[config.mk]
export PLATFORM = sky130hd
export DESIGN_NAME = spi_slave_ctrl
export DESIGN_NICKNAME = d
export VERILOG_FILES = /design/src/rtl/spi_slave_ctrl.sv
export SDC_FILE = /design/constraint.sdc
export NUM_CORES = 1
export LEC_CHECK = 0
export ABC_AREA = 1
export CORE_ASPECT_RATIO = 0.6
export CORE_UTILIZATION = 51
export CTS_CLUSTER_DIAMETER = 30
export DETAILED_ROUTE_END_ITERATION = 10
export DONT_BUFFER_PORTS = 1
export PLACE_DENSITY_LB_ADDON = 0.2
export SETUP_SLACK_MARGIN = 0.3
export SLEW_MARGIN = 20
export SYNTH_ARGS = -nofsm -noshare
export SYNTH_HDL_FRONTEND = slang
export SYNTH_SLANG_ARGS = --single-unit
[constraint.sdc]
create_clock -name clk -period 2.7 [get_ports clk]
set_clock_uncertainty 0.2 [all_clocks]
set_input_delay 0.54 -clock clk [delete_from_list [all_inputs] [get_ports clk]]
set_output_delay 0.54 -clock clk [all_outputs]
set_load 0.01 [all_outputs]
[src/rtl/spi_slave_ctrl.sv]
// SPI mode-0 slave front end for the single-port RAM.
// Deserialises MOSI frames into rx_data and streams RAM read data on MISO.
module spi_slave_ctrl #(
    parameter int ADDR_SIZE = 8
) (
    input  logic                 clk,
    input  logic                 rst_n,
    input  logic                 SS_n,
    input  logic                 MOSI,
    output logic                 MISO,
    output logic [ADDR_SIZE+1:0] rx_data,
    output logic                 rx_valid,
    input  logic [ADDR_SIZE-1:0] tx_data,
    input  logic                 tx_valid
);
    typedef enum logic [2:0] {
        IDLE,
        CHK_CMD,
        WRITE,
        READ_ADD,
        READ_DATA
    } state_t;

    localparam logic [3:0] LAST_BIT = 4'(ADDR_SIZE);
    localparam logic [3:0] TX_REST  = 4'(ADDR_SIZE - 1);

    state_t               state;
    state_t               state_nx;
    logic                 rd_addr_done;
    logic                 frame_done;
    logic                 tx_wait;
    logic [3:0]           cnt;
    logic [3:0]           tx_left;
    logic [ADDR_SIZE:0]   rx_sh;
    logic [ADDR_SIZE-1:0] tx_sh;

    always_ff @(posedge clk) begin
        if (!rst_n)
            state <= IDLE;
        else
            state <= state_nx;
    end

    always_comb begin
        state_nx = state;
        if (SS_n) begin
            state_nx = IDLE;
        end else begin
            unique case (state)
                IDLE:    state_nx = CHK_CMD;
                CHK_CMD: begin
                    if (!MOSI)
                        state_nx = WRITE;
                    else if (rd_addr_done)
                        state_nx = READ_DATA;
                    else
                        state_nx = READ_ADD;
                end
                default: state_nx = state;
            endcase
        end
    end

    always_ff @(posedge clk) begin
        if (!rst_n) begin
            rx_sh        <= '0;
            cnt          <= '0;
            frame_done   <= 1'b0;
            tx_wait      <= 1'b0;
            tx_sh        <= '0;
            tx_left      <= '0;
            MISO         <= 1'b0;
            rx_data      <= '0;
            rx_valid     <= 1'b0;
            rd_addr_done <= 1'b0;
        end else begin
            rx_valid <= 1'b0;
            if (SS_n || state == IDLE) begin
                // rx_data and rd_addr_done survive an aborted frame
                rx_sh      <= '0;
                cnt        <= '0;
                frame_done <= 1'b0;
                tx_wait    <= 1'b0;
                tx_sh      <= '0;
                tx_left    <= '0;
                MISO       <= 1'b0;
            end else if (state == CHK_CMD) begin
                rx_sh <= {{ADDR_SIZE{1'b0}}, MOSI};
                cnt   <= '0;
            end else if (!frame_done) begin
                rx_sh <= {rx_sh[ADDR_SIZE-1:0], MOSI};
                cnt   <= cnt + 4'd1;
                if (cnt == LAST_BIT) begin
                    rx_data    <= {rx_sh, MOSI};
                    rx_valid   <= 1'b1;
                    frame_done <= 1'b1;
                    if (state == READ_ADD)
                        rd_addr_done <= 1'b1;
                    if (state == READ_DATA) begin
                        rd_addr_done <= 1'b0;
                        tx_wait      <= 1'b1;
                    end
                end
            end else if (tx_wait && tx_valid) begin
                tx_wait <= 1'b0;
                MISO    <= tx_data[ADDR_SIZE-1];
                tx_sh   <= {tx_data[ADDR_SIZE-2:0], 1'b0};
                tx_left <= TX_REST;
            end else if (tx_left != 4'd0) begin
                MISO    <= tx_sh[ADDR_SIZE-1];
                tx_sh   <= {tx_sh[ADDR_SIZE-2:0], 1'b0};
                tx_left <= tx_left - 4'd1;
            end else begin
                MISO <= 1'b0;
            end
        end
    end
endmodule

=== After elaboration in Yosys (flattened, before gate mapping) ===
Index checks and enable logic that the tools add are counted.
W data, S select, Z words.

* Add/subtract/negate cells: 2
* Equality and inequality tests: 6
* Mux-type cells: 19
* Bitwise gates (word level): 4
* Reduce and logical (&&, ||, !) cells: 18

{| class="wikitable"
|+ Operators with widths
! operator !! number
|-
| $mux W8 || 2
|-
| $mux W1 || 12
|-
| $reduce_bool A2 Y1 || 5
|-
| $mux W4 || 2
|-
| $reduce_and A4 Y1 || 2
|-
| $mux W3 || 2
|-
| $pmux W3 S2 || 1
|-
| $reduce_and A5 Y1 || 1
|-
| $add A4 B1 Y4 const B || 1
|-
| $eq A4 B4 Y1 const B || 1
|-
| $ne A2 B1 Y1 const B || 2
|-
| $not A1 Y1 || 4
|-
| $reduce_bool A4 Y1 || 1
|-
| $reduce_or A2 Y1 || 2
|-
| $reduce_or A4 Y1 || 1
|-
| $sub A4 B1 Y4 const B || 1
|-
| $eq A3 B1 Y1 const B || 1
|-
| $eq A3 B2 Y1 const B || 1
|-
| $eq A3 B3 Y1 const B || 1
|-
| $logic_not A3 Y1 || 1
|-
| $reduce_and A3 Y1 || 1
|-
| $reduce_or A3 Y1 || 1
|-
| $reduce_and A2 Y1 || 1
|-
| $logic_and A1 B1 Y1 || 1
|-
| $logic_or A1 B1 Y1 || 1
|}

* Flip-flop bits (word level): 43
* Output and inout bits: 12
* Logic and storage cells: 61

=== Logic depth before layout (Yosys ltp) ===
* Depth after elaboration: 4
* Depth in mapped cells: 10

=== Least setup slack after synthesis ===
No wires, ideal clock.

* Path type: reg2reg
* From: register cnt[0]
* To: register rx_data[1]
* Library setup time: 0.114 ns
* Data arrival time: 1.221 ns
* Path slack: 1.165 ns
* Cell stages (with the launch flop): 11
* Period minus slack after synthesis: 1.535 ns
* Path through: dfxtp_1 -> inv_1 -> ha_1 -> nand2_1 -> nor2_1 -> nand2_4 -> nor2_4 -> inv_2 -> buf_6 -> nor2_2 -> nor2_2

* Cells in the longest elaborated chain, start to end: 2

{| class="wikitable"
|+ RTL lines
! item !! line !! RTL
|-
| start, declared || 32 || <nowiki>logic [3:0] cnt;</nowiki>
|-
| start signal, assigned || 92 || <nowiki>cnt <= cnt + 4'd1;</nowiki>
|-
| $eq A4 B4 Y1 || 93 || <nowiki>if (cnt == LAST_BIT) begin</nowiki>
|-
| $reduce_and A4 Y1 (no source line) || - ||
|-
| end signal, assigned || 94 || <nowiki>rx_data <= {rx_sh, MOSI};</nowiki>
|-
| end, declared || 11 || <nowiki>output logic [ADDR_SIZE+1:0] rx_data,</nowiki>
|}

Every way passes these cells.
A chain may end at the register's enable or synchronous reset.

=== Worst setup path after layout ===
* From: register frame_done
* To: register tx_sh[3]

* Cells in the longest elaborated chain, start to end: 1

{| class="wikitable"
|+ RTL lines
! item !! line !! RTL
|-
| start, declared || 30 || <nowiki>logic frame_done;</nowiki>
|-
| start signal, assigned || 68 || <nowiki>frame_done <= 1'b0;</nowiki>
|-
| start signal, assigned || 82 || <nowiki>frame_done <= 1'b0;</nowiki>
|-
| start signal, assigned || 96 || <nowiki>frame_done <= 1'b1;</nowiki>
|-
| $reduce_and A3 Y1 (no source line) || - ||
|-
| end signal, assigned || 107 || <nowiki>tx_sh <= {tx_data[ADDR_SIZE-2:0], 1'b0};</nowiki>
|-
| end signal, assigned || 111 || <nowiki>tx_sh <= {tx_sh[ADDR_SIZE-2:0], 1'b0};</nowiki>
|-
| end, declared || 35 || <nowiki>logic [ADDR_SIZE-1:0] tx_sh;</nowiki>
|}

Every way passes these cells.

==> flow_summary.yaml <==
worst_setup_path:
  slowest_delay_ns: 0.61
  startpoint_type: "flop"
  worstSetupPathType: "reg -> reg"
  worstReg2RegStart: "frame_done"
  arrival_ns: 1.95
  cp_max_fo: 17
  r2r-end: "tx_sh[3]"
  cp-end-kind: "flop"
  cpMaxStageDelayCell: "dfxtp_1"
  worstPathCellList: "inv_2, a21oi_4, nand2_1, o21ai_0, nor2_1"
  required_ns: 2.69
  ff2ff_path_depth: 5
  reg2reg_slack_ns: 0.73
global_routing:
  grt_overflow: 0
  first_global_vias: 1344
  grt_pass1_wl_um: 6290
  antenna_found_initial: 0
  grt.total_usage_pct: 21.3
  grt_max_degree: 18
clocking:
  clock-root-buffer: "clkbuf_8"
  cts_setup_buffers: 0
  ctsHoldBuffers: 0
  cts_sinks: 42
  path_clk_slew_ns: 0.08
  cts-resized-gates: 0
  htreeDepth: 2
  cts_tree: "done"
  clockBufferDepth: 2
  clk_latency_ns: 0.29
  cts_buffers: 5
layout:
  stdcell_count: 302
  fillCellCount: 313
  drive_above_1_share_pct: 12.8
  nets: 272
  syn2layout_area_growth_pct: 6.52
  antennaDiodeCount: 0
  seqCellArea_sq_um: 841
  final_cell_mix: "64 x nand2_1, 42 x dfxtp_1, 31 x nor2_1"
  multi_input_area_sq_um: 862
  final_common_cell: "nand2_1"
place:
  dp_hpwl_um: 2580
  portBuffers: 0
  dp_cells: 294
  place_congestion: 0.875
timing:
  slew_headroom_pct: 69.4
  worst_pin_slew_ns: 0.458
  fin_crit_sh_pct: 72.8
  rsz0062_at_grt: "no"
  finalCriticalPeriod_ns: 1.97
  setup_viol: 0
  fmax_mhz: 509
  final_hold_viol_count: 0
  timing.final.max_slew_violations: 0
  fin_setup_tns_ns: 0
  holdWs_ns: 0.153
floorplan:
  dieArea_sq_um: 3870
  die_height_um: 48.6
  io_pins: 25
  start_util_pct: 55.1
  row_count: 16
  fp.coreArea_sq_um: 3340
  dieWidth_um: 79.6
synthesis:
  synth_seq_cells: 42
  synth_area_leaders: "dfxtp_1 46%, nand2_1 13%, nor2_1 6.3%"
  avgSynthCellArea_sq_um: 7.26
  ys_seq_area_share_pct: 45.6
  yosysWarningCount: 0
  yosys.area.top_type: "dfxtp_1"
  synth.distinct_cells: 24
  syn_inst: 254
  netlist.area_leader.share_pct: 45.6
  syn_nets: 270
  synth_area_sq_um: 1840
min_path:
  min_from: "rst_n"
  hold_class: "in -> reg"
  holdPathEnd: "rx_valid"
  min_path_cells: 2
route:
  drc_errors: 0
  dr_total_vias: 1491
  via_per_inst: 4.94
  drt-initial-drc-count: 92
  ant_nets: 0
  first_pass_iters: 4
  routedWlPerCell_um: 11.8
  wl_um: 3560
power_and_ir_drop:
  internal-power_uw: 833
  comb_power_share_pct: 2.1
  power_switching_uw: 238
  power_frac_clock_pct: 39.7
  seq_power_share_pct: 58.3
  p_leak_uw: 0.000788
  pwr_density_cell_nw_per_um2: 546
  vdd_drop_max_mv: 0.275
  switching_share_pct: 22.3
status:
  status: "finished clean"
job:
  cap_violations: 0
==> layer usage <==
metal / track usage (%) / part of all wire [%] / up-vias
met4: 8.18 / 1.4 / 0
met1: 33.5 / 60 / 640
met2: 24.6 / 32 / 35
li1: - / - / 808
met3: 8.49 / 7.4 / 8
met5: 0 / 0 / -
==> stage by stage <==
| step | power, uW | util (%) | instance area, sq um | worst slack (ns) |
|---|---|---|---|---|
| final | 1070 | 58.7 | 1960 | 0.734 |
| after global routing | 1110 | 58.7 | 1960 | 0.502 |
| after CTS | 1080 | 58.7 | 1960 | 0.768 |
| after detailed placement | 661 | 55.9 | 1870 | 0.796 |
| after global placement | 661 | 55.9 | 1870 | 0.791 |
| after floorplan | 658 | - | 1840 | 1.17 |
==> cells by family after synthesis <==
| kind of cell | synth area share (%) |
|---|---|
| flip-flops | 45.6 |
| buffers and inverters | 7.60 |
| AND/OR/NAND/NOR | 30.8 |
| adder cells (fa/ha/maj) | 2.04 |
| AO/OA/AOI/OAI | 14.0 |
==> cells in the mapped netlist <==
cell type / count
dfxtp_1: 42
o21ai_1: 9
nor2_4: 3
a31oi_1: 1
nand4_1: 1
a21oi_1: 22
nor2_1: 31
o21ai_0: 14
inv_1: 22
nor2_2: 11
nor3_1: 3
buf_2: 1
nand2_2: 4
buf_1: 1
clkinv_1: 1
nand2_1: 64
o211a_1: 1
a21oi_4: 1
buf_6: 2
clkbuf_1: 2
inv_2: 4
nand3_1: 10
ha_1: 3
nand2_4: 1
==> sequential cells by signal, indices dropped and copies added, names as in the netlist <==
name          flops
MISO              1
cnt               4
frame_done        1
rd_addr_done      1
rx_data          10
rx_sh             9
rx_valid          1
state             3
tx_left           4
tx_sh             7
tx_wait           1
==> power by group through the flow <==
stage	Sequential, uW	Clock [uW]	Combinational (uW)
2_1_floorplan	638	0	19.4
3_3_place_gp	639	0	21.8
3_5_place_dp	639	0	21.9
4_1_cts	624	434	22.1
5_1_grt	625	459	25.3
6_report	624	425	22.3
==> worst max-delay path by stage <==
| stage | depth (start not counted) | startpoint | to |
|---|---|---|---|
| after floorplan | 10 | cnt[0] | rx_data[1] |
| after global placement | 9 | cnt[0] | rx_data[1] |
| after detailed placement | 9 | cnt[0] | rx_data[5] |
| after CTS | 9 | cnt[0] | rx_data[1] |
| after global routing | 5 | frame_done | tx_sh[3] |
| final | 5 | frame_done | tx_sh[3] |
==> critical path, delay by kind of cell (launching register included) <==
kind / cells / cell delay (ns)
AND/OR/NAND/NOR: 2 / 0.31
flip-flops: 1 / 0.61
buffers and inverters: 1 / 0.24
AO/OA/AOI/OAI: 2 / 0.49
==> layout make-up <==
type | count | area share (%)
Multi-Input combinational cell | 179 | 43.9
Clock inverter | 2 | 0.637
Inverter | 27 | 5.16
Sequential cell | 42 | 42.8
Timing Repair Buffer | 1 | 0.382
Clock buffer | 6 | 4.21
Tap cell | 45 | 2.87
Power figures use the tool's default switching activity.
